## config.mk

```make
export PLATFORM = sky130hd
export DESIGN_NAME = pbs_turn_ctrl
export DESIGN_NICKNAME = d
export VERILOG_FILES = /design/src/rtl/pbs_turn_ctrl.sv
export SDC_FILE = /design/constraint.sdc
export NUM_CORES = 1
export LEC_CHECK = 0
export ABC_AREA = 0
export CORE_UTILIZATION = 25
export DETAILED_ROUTE_END_ITERATION = 10
export MAX_ROUTING_LAYER = met4
export SLEW_MARGIN = 20
export SYNTH_ARGS = -nofsm -noshare
export SYNTH_HDL_FRONTEND = slang
export SYNTH_SLANG_ARGS = --single-unit
```

## constraint.sdc

```tcl
create_clock -name clk -period 2 [get_ports clk]
set_input_delay 0.4 -clock clk [delete_from_list [all_inputs] [get_ports clk]]
set_output_delay 0.4 -clock clk [all_outputs]
set_load 0.03 [all_outputs]
```

## src/rtl/pbs_turn_ctrl.sv

```systemverilog
// Battle-turn sequencer: player hits AI, then AI hits player, with KO detection and winner.
// Optional TURN_LIMIT_EN ends the battle after MAX_TURNS turns (higher HP wins, tie -> AI).
module pbs_turn_ctrl #(
  parameter int SETTLE    = 2,
  parameter int TURN_W    = 8,
  parameter int MAX_TURNS = 50
) (
  input  logic              clk,
  input  logic              rst,
  input  logic              go,
  input  logic [1:0]        p_move_in,
  input  logic [4:0]        p_hp,
  input  logic [4:0]        AI_hp,
  output logic [1:0]        p_move,
  output logic              actr,
  output logic              target,
  output logic              app_dmg,
  output logic              stop,
  output logic              busy,
  output logic              game_over,
  output logic              winner,
  output logic [TURN_W-1:0] turn_cnt,
  output logic [2:0]        state_dbg
);

  if (SETTLE < 1 || SETTLE > 7 || MAX_TURNS < 1) begin : g_bad_param
    $error("pbs_turn_ctrl: SETTLE must be 1..7 and MAX_TURNS >= 1");
  end

  typedef enum logic [2:0] {
    IDLE, P_SET, P_HIT, P_CHK, A_SET, A_HIT, A_CHK, OVER
  } state_t;

  localparam logic [2:0] SETTLE_C = 3'(SETTLE);

  state_t              state, nxt;
  logic [2:0]          cnt, cnt_nxt;
  logic [1:0]          move_nxt;
  logic                win_nxt;
  logic [TURN_W-1:0]   turn_nxt;

  assign state_dbg = state;

  always_comb begin
    nxt      = state;
    cnt_nxt  = cnt;
    move_nxt = p_move;
    win_nxt  = winner;
    turn_nxt = turn_cnt;
    case (state)
      IDLE: begin
        if (go) begin
          if (p_hp == 5'd0) begin
            nxt     = OVER;
            win_nxt = 1'b1;
          end else if (AI_hp == 5'd0) begin
            nxt     = OVER;
            win_nxt = 1'b0;
          end else begin
            nxt      = P_SET;
            move_nxt = p_move_in;
            cnt_nxt  = SETTLE_C;
          end
        end
      end
      P_SET: begin
        cnt_nxt = cnt - 3'd1;
        if (cnt == 3'd1) nxt = P_HIT;
      end
      P_HIT: nxt = P_CHK;
      P_CHK: begin
        if (AI_hp == 5'd0) begin
          nxt     = OVER;
          win_nxt = 1'b0;
        end else begin
          nxt     = A_SET;
          cnt_nxt = SETTLE_C;
        end
      end
      A_SET: begin
        cnt_nxt = cnt - 3'd1;
        if (cnt == 3'd1) nxt = A_HIT;
      end
      A_HIT: nxt = A_CHK;
      A_CHK: begin
        if (p_hp == 5'd0) begin
          nxt     = OVER;
          win_nxt = 1'b1;
        end else begin
          nxt = IDLE;
          if (turn_cnt != '1) turn_nxt = turn_cnt + TURN_W'(1);
`ifdef TURN_LIMIT_EN
          if ((TURN_W+1)'(turn_cnt) + (TURN_W+1)'(1) == (TURN_W+1)'(MAX_TURNS)) begin
            nxt     = OVER;
            win_nxt = (p_hp > AI_hp) ? 1'b0 : 1'b1;
          end
`endif
        end
      end
      OVER:    nxt = OVER;
      default: nxt = IDLE;
    endcase
  end

  // Outputs are decoded from the next state so they change together with the state register.
  always_ff @(posedge clk) begin
    if (!rst) begin
      state     <= IDLE;
      cnt       <= 3'd0;
      p_move    <= 2'd0;
      winner    <= 1'b0;
      turn_cnt  <= '0;
      actr      <= 1'b0;
      target    <= 1'b0;
      app_dmg   <= 1'b0;
      stop      <= 1'b0;
      busy      <= 1'b0;
      game_over <= 1'b0;
    end else begin
      state     <= nxt;
      cnt       <= cnt_nxt;
      p_move    <= move_nxt;
      winner    <= win_nxt;
      turn_cnt  <= turn_nxt;
      actr      <= (nxt == A_SET) || (nxt == A_HIT) || (nxt == A_CHK);
      target    <= (nxt == P_SET) || (nxt == P_HIT) || (nxt == P_CHK);
      app_dmg   <= (nxt == P_HIT) || (nxt == A_HIT);
      stop      <= (nxt == A_SET) || (nxt == A_HIT);
      busy      <= (nxt != IDLE) && (nxt != OVER);
      game_over <= (nxt == OVER);
    end
  end

endmodule

```

After elaboration in Yosys (flattened, before gate mapping)
Cells that the tools add are included.

Memories kept: 0. Bits in writable memories: 0. Register bits after elaboration: 23. Output and inout bits: 20. Memory bits (read-only): 0. Word-level logic and storage cells: 69. Input port bits: 15. Bits in latches: 0.

Mux-type cells: 17. Divide/modulo/power cells: 0. Eq/ne operators: 20. $lt $le $gt $ge: 0. Multipliers: 0. Bitwise operators: 2. Reduce and logical (&&, ||, !) cells: 17. Shift-type cells: 0. Add/subtract/negate cells: 2.

Operator list (number): two-way mux 3 bit (9); == test 3 bit, second input constant (8); one-hot mux 3 bit (8 select lines) (1); == test 3 x 2 -> 1 bit, second input constant (4); logical NOT 5 bit (2); == test 3 x 1 -> 1 bit, second input constant (3); one-hot mux 3 bit (3 select lines) (1); AND reduction 3 bit (3); nonzero test 3 bit (3); adder 8 x 1 -> 8 bit, second input constant (1); inequality test 8 bit, second input constant (1); inequality test 2 bit, second input constant (3); logical OR 1 bit (5); two-way mux 1 bit (4); AND reduction 4 bit (1); logical NOT 3 bit (1); inequality test 3 bit, second input constant (1); one-hot mux 1 bit (3 select lines) (1); subtractor 3 x 1 -> 3 bit, second input constant (1); two-way mux 2 bit (1); NOT 1 bit (2); OR reduction 2 bit (1); logical AND 1 bit (1).

Longest topological paths before layout
Depth after elaboration: 8. Depth in mapped cells: 7. Depth with buffers taken out: 7.

Worst setup path before layout
Ideal clock, no wire load.

Path kind: input to register. Start point: input port p_hp[0]. End point: register busy. Slack: 0.118 ns. Data arrival time: 1.750 ns. Path buffers: 0. Required time: 1.868 ns. Library setup time: 0.132 ns. Stages on the path: 5. Cell sequence: or4_4 > or3_4 > a22o_1 > nor3_2 > o2bb2ai_1.

Longest elaborated chain between the ends: 6. Elaborated cells on any way between the ends: 8. Those cells by class: eq/ne (1); mux (4); reduce/logical (3).

Ends and longest elaborated chain: from (decl) (line 12) `input logic [4:0] p_hp,`; logical NOT 5 bit (*) (line 53, 86); two-way mux 3 bit (line 53) `if (p_hp == 5'd0) begin`; two-way mux 3 bit (line 52) `if (go) begin`; one-hot mux 3 bit (8 select lines) (*) (line 50) `case (state)`; inequality test 3 bit / nonzero test 3 bit (equally long branches) (line 129) `busy <= (nxt != IDLE) && (nxt != OVER);`; logical AND 1 bit (*) (line 129); to (signal assigned) (line 129); to (decl) (line 19) `output logic busy,`.

Mark *: on every way between the ends. The rest lies on a longest branch, timed or not. A chain may end at the register's enable or synchronous reset.

Final worst setup path
Start point: input port p_hp[4]. End point: register busy.

Same word-level chain as after synthesis.

==> results.py <==
metrics = {
    "logic_synthesis": {
        "synth.largest_area_cell": "sky130_fd_sc_hd__dfxtp_1",
        "yosysUniqueCellTypes": 47,
        "synth_cells": 145,
        "synth_edf_count": 0,
        "synth_simple_gate_area_share_pct": 28.4,
        "synth_top_family_by_area": "simple AND/OR/NAND/NOR gates",
        "synth_sequential_area_ratio_pct": 37.6,
        "ys_top_cells_by_area": "sky130_fd_sc_hd__dfxtp_1 38%, sky130_fd_sc_hd__nor2_1 4.9%, sky130_fd_sc_hd__a21oi_1 4.1%, sky130_fd_sc_hd__xnor2_1 3.6%, sky130_fd_sc_hd__o21ai_0 3.3%",
        "ys_async_sr_fraction_pct": 0,
        "mappedNetlistNets": 163,
        "synth_xor_area_share_pct": 3.57,
        "synth_compound_area_share_pct": 21.5,
        "mappedNetlistArea_mm2": 0.00123,
        "yosys-mux-area-fraction_pct": 2.45,
        "ys_dominant_reg_cell": "sky130_fd_sc_hd__dfxtp_1",
        "synth-adder-area-share_pct": 3.06,
        "synthesis.yosys.warnings": 0,
        "netlist.area_leader.share_pct": 37.6,
        "ys_seq_elements": 23,
        "synth.avg_cell_area_um2": 8.46,
    },
    "min_path": {
        "timing.hold.worst.class": "reg -> reg",
    },
    "cells_and_area": {
        "design_area_mm2": 0.00181,
        "area_delta_synth_final_pct": 47.8,
        "layout-drive-gt1-share_pct": 16.8,
        "antenna_cells_inserted": 0,
        "instances_no_fill": 257,
        "design.final.nets": 209,
    },
    "die": {
        "dieArea_mm2": 0.00519,
        "io_pins": 35,
        "start_util_pct": 26.0,
        "area_of_the_core_mm2": 0.00472,
        "fp.dieW_um": 72.0,
        "die_h_um": 72.0,
        "placementRows": 25,
    },
    "timing": {
        "hold_slack_ps": 497,
        "final.setup_skew_ps": 6.31,
        "fmaxAchievable_ghz": 0.518,
        "period_minus_slack_ps": 1930,
        "finalHoldViolCount": 0,
        "report.final.slew_viol_count": 0,
        "layout_worst_path_cycle_share_pct": 96.6,
        "timing.final.setup_violations": 0,
        "grt_setup_unrepaired": "false",
        "slew_headroom_pct": 69.3,
        "finalWorstSetupSlack_ps": 68.9,
        "tightestPinTransition_ps": 457,
    },
    "power_and_ir_drop": {
        "power_leakage_nw": 0.671,
        "p_sw_share_pct": 36.9,
        "pwr-share-seq_pct": 36.7,
        "ir_drop_mv": 0.324,
        "power.net_switching_mw": 0.580,
        "clkPwrFrac_pct": 18.0,
        "power.combinational.fraction_pct": 45.4,
        "internal_power_mw": 0.992,
        "power_density_mw_per_mm2": 868,
        "sum_of_internal_switching_and_leakage_power_mw": 1.57,
    },
    "worst_setup_path": {
        "worst_setup_path_start_kind": "input pin",
        "max_stage_delay_ps": 570,
        "timing.setup.critical_path_class": "in -> reg",
        "worstPathBufferInverterCount": 1,
        "cp_slowest_cell": "sky130_fd_sc_hd__or4_4",
        "worstPathCellList": "dlygate4sd2_1 -> or4_4 -> or3_4 -> a22o_4 -> nor3_4 -> o2bb2ai_1",
        "worst_ep_arrival_time_ps": 2070,
        "crit_required_ps": 2140,
        "regToRegSetupSlack_ps": 230,
        "crit_path_end_kind": "flop",
        "path_max_fanout": 5,
        "critical_path.top_delay_family": "simple AND/OR/NAND/NOR gates",
    },
    "place": {
        "numPlacedInstances": 253,
        "post-dp-hpwl_mm": 2.19,
        "gp_congestion": 0.798,
        "port-buffer-count": 34,
        "placed_cell_area_mm2": 0.00172,
        "dpl_worst_slack_ps": -353,
    },
    "grt": {
        "maximum_number_of_pins_on_one_net_before_global_route_repair": 17,
        "via_count_of_the_first_global_routing_pass": 1073,
        "grt-ovfl-total": 0,
        "first_pass_grt_wire_length_mm": 4.86,
        "number_of_antenna_violations_at_the_first_check_in_global_routing": 0,
        "total_routing_usage_gr_pct": 12.1,
    },
    "cts": {
        "hold_buffers": 0,
        "cts_buffer_depth": 2,
        "clkSinkCount": 23,
        "clk_root_buffer_cell": "sky130_fd_sc_hd__clkbuf_8",
        "cts_inserted_buffers": 3,
        "ctsHtreeMaxLevel": 1,
        "cts_tree": "yes",
        "cts_post_setup_buffers_inserted": 0,
        "clkTransAtPathRegs_ps": 80,
        "clock_insertion_delay_at_the_later_pin_of_the_skew_report_ps": 260,
    },
    "route": {
        "routed_vias": 1167,
        "postRouteWirelength_mm": 2.85,
        "detailedRoute.firstIterationViolations": 46,
        "wl_per_cell_um": 11.1,
        "drc": 0,
        "drtPass1Iterations": 4,
        "antenna_violating_nets_post_route": 0,
        "average_via_count_per_standard_cell": 4.54,
    },
    "run": {
        "maximum_capacitance_violations": 0,
    },
    "outcome": {
        "status": "completed",
    },
}
-- layout make-up --
class | count | area [um2]
Fill cell | 493 | 2910
Multi-Input combinational cell | 111 | 771
Clock inverter | 1 | 5.00
Clock buffer | 3 | 41.3
Inverter | 7 | 26.3
Timing Repair Buffer | 45 | 424
Sequential cell | 23 | 460
Tap cell | 67 | 83.8
-- final timing paths --
kind | start | to | depth (start not counted)
worst max register to register | state_dbg[0]$_SDFF_PN0_ | cnt[1]$_SDFFE_PN0P_ | 5
worst max-delay path | p_hp[4] | busy$_SDFF_PN0_ | 6
worst min register to register | winner$_SDFFE_PN0P_ | winner$_SDFFE_PN0P_ | 2
worst min-delay path | winner$_SDFFE_PN0P_ | winner$_SDFFE_PN0P_ | 2
-- metal layers --
metal / global-route usage [%] / routed length, um
met3: 3.06 / 100
met2: 19.8 / 1360
met1: 14.9 / 1380
met5: - / 0
met4: 3.05 / 18
-- stage by stage --
| step | setup TNS (ps) | utilization [%] |
|---|---|---|
| after floorplan | 0 | - |
| after global placement | -4220 | 36.3 |
| after detailed placement | -4350 | 36.3 |
| after CTS | 0 | 37.9 |
| after global routing | 0 | 38.4 |
| final | 0 | 38.4 |
-- layout by cell type, fill, tap and decap left out, types with 2 or more instances in the layout --
cell type / netlist / routed
sky130_fd_sc_hd__nand2_1: 8 / 8
sky130_fd_sc_hd__ha_1: 3 / 3
sky130_fd_sc_hd__buf_4: 0 / 11
sky130_fd_sc_hd__nand3_1: 4 / 3
sky130_fd_sc_hd__mux2i_1: 3 / 3
sky130_fd_sc_hd__and2_1: 6 / 5
sky130_fd_sc_hd__a31oi_1: 3 / 3
sky130_fd_sc_hd__nand4_1: 2 / 2
sky130_fd_sc_hd__xnor2_1: 5 / 5
sky130_fd_sc_hd__a211oi_1: 2 / 2
sky130_fd_sc_hd__clkbuf_8: 0 / 3
sky130_fd_sc_hd__nor2_1: 16 / 16
sky130_fd_sc_hd__dlymetal6s2s_1: 0 / 2
sky130_fd_sc_hd__or4_1: 2 / 2
sky130_fd_sc_hd__nor3_1: 6 / 6
sky130_fd_sc_hd__clkdlybuf4s50_1: 0 / 29
sky130_fd_sc_hd__nor3b_1: 2 / 2
sky130_fd_sc_hd__dfxtp_1: 23 / 23
sky130_fd_sc_hd__o21ai_2: 0 / 2
sky130_fd_sc_hd__a21oi_1: 10 / 9
sky130_fd_sc_hd__nor4_1: 2 / 2
sky130_fd_sc_hd__or3_1: 3 / 3
sky130_fd_sc_hd__o21ai_0: 8 / 8
sky130_fd_sc_hd__inv_1: 6 / 6
sky130_fd_sc_hd__dlygate4sd2_1: 0 / 3
-- sequential cells by signal (all words and copies together) (netlist names) --
register and count:
busy 1, winner 1, stop 1, p_move 2
turn_cnt 8, cnt 3, state_dbg 3, app_dmg 1
game_over 1, actr 1, target 1
-- cell usage after synthesis (3+ instances only) --
library cell / n
sky130_fd_sc_hd__dfxtp_1: 23
sky130_fd_sc_hd__or3_1: 3
sky130_fd_sc_hd__ha_1: 3
sky130_fd_sc_hd__nand2_1: 8
sky130_fd_sc_hd__o21ai_0: 8
sky130_fd_sc_hd__nor3_1: 6
sky130_fd_sc_hd__mux2i_1: 3
sky130_fd_sc_hd__a31oi_1: 3
sky130_fd_sc_hd__clkbuf_1: 3
sky130_fd_sc_hd__inv_1: 6
sky130_fd_sc_hd__and2_1: 6
sky130_fd_sc_hd__xnor2_1: 5
sky130_fd_sc_hd__nor2_1: 16
sky130_fd_sc_hd__nand3_1: 4
sky130_fd_sc_hd__a21oi_1: 10
-- worst reg2reg max path, stage by stage (launching register included) --
cell,delay [ps]
sky130_fd_sc_hd__dfxtp_1,520
sky130_fd_sc_hd__buf_4,180
sky130_fd_sc_hd__nor2b_1,370
sky130_fd_sc_hd__o21a_1,230
sky130_fd_sc_hd__a21oi_1,80
sky130_fd_sc_hd__a311oi_1,310
-- power groups by stage --
stage | clock network, mW | logic, mW | registers (mW)
floorplan | 0 | 0.341 | 0.657
global placement | 0 | 0.650 | 0.587
detailed placement | 0 | 0.655 | 0.587
CTS | 0.295 | 0.701 | 0.577
global route | 0.317 | 0.775 | 0.586
finish | 0.282 | 0.713 | 0.577
-- cell families (layout without fill, tap and decap cells) --
group           count (synthesis)  after routing
compound gates                 38             38
xor+xnor                        5              5
fa+ha+maj                       3              3
buf+inv                        11             56
flops                          23             23
mux                             3              3
simple gates                   62             62
-- timing repair --
| item | in CTS | in global routing |
|---|---|---|
| pin swaps | 7 | 8 |
| endpoints found under the setup margin | 6 | 6 |
| resized for setup | 9 | 7 |
Note: power is estimated with default switching activity, not from simulation.
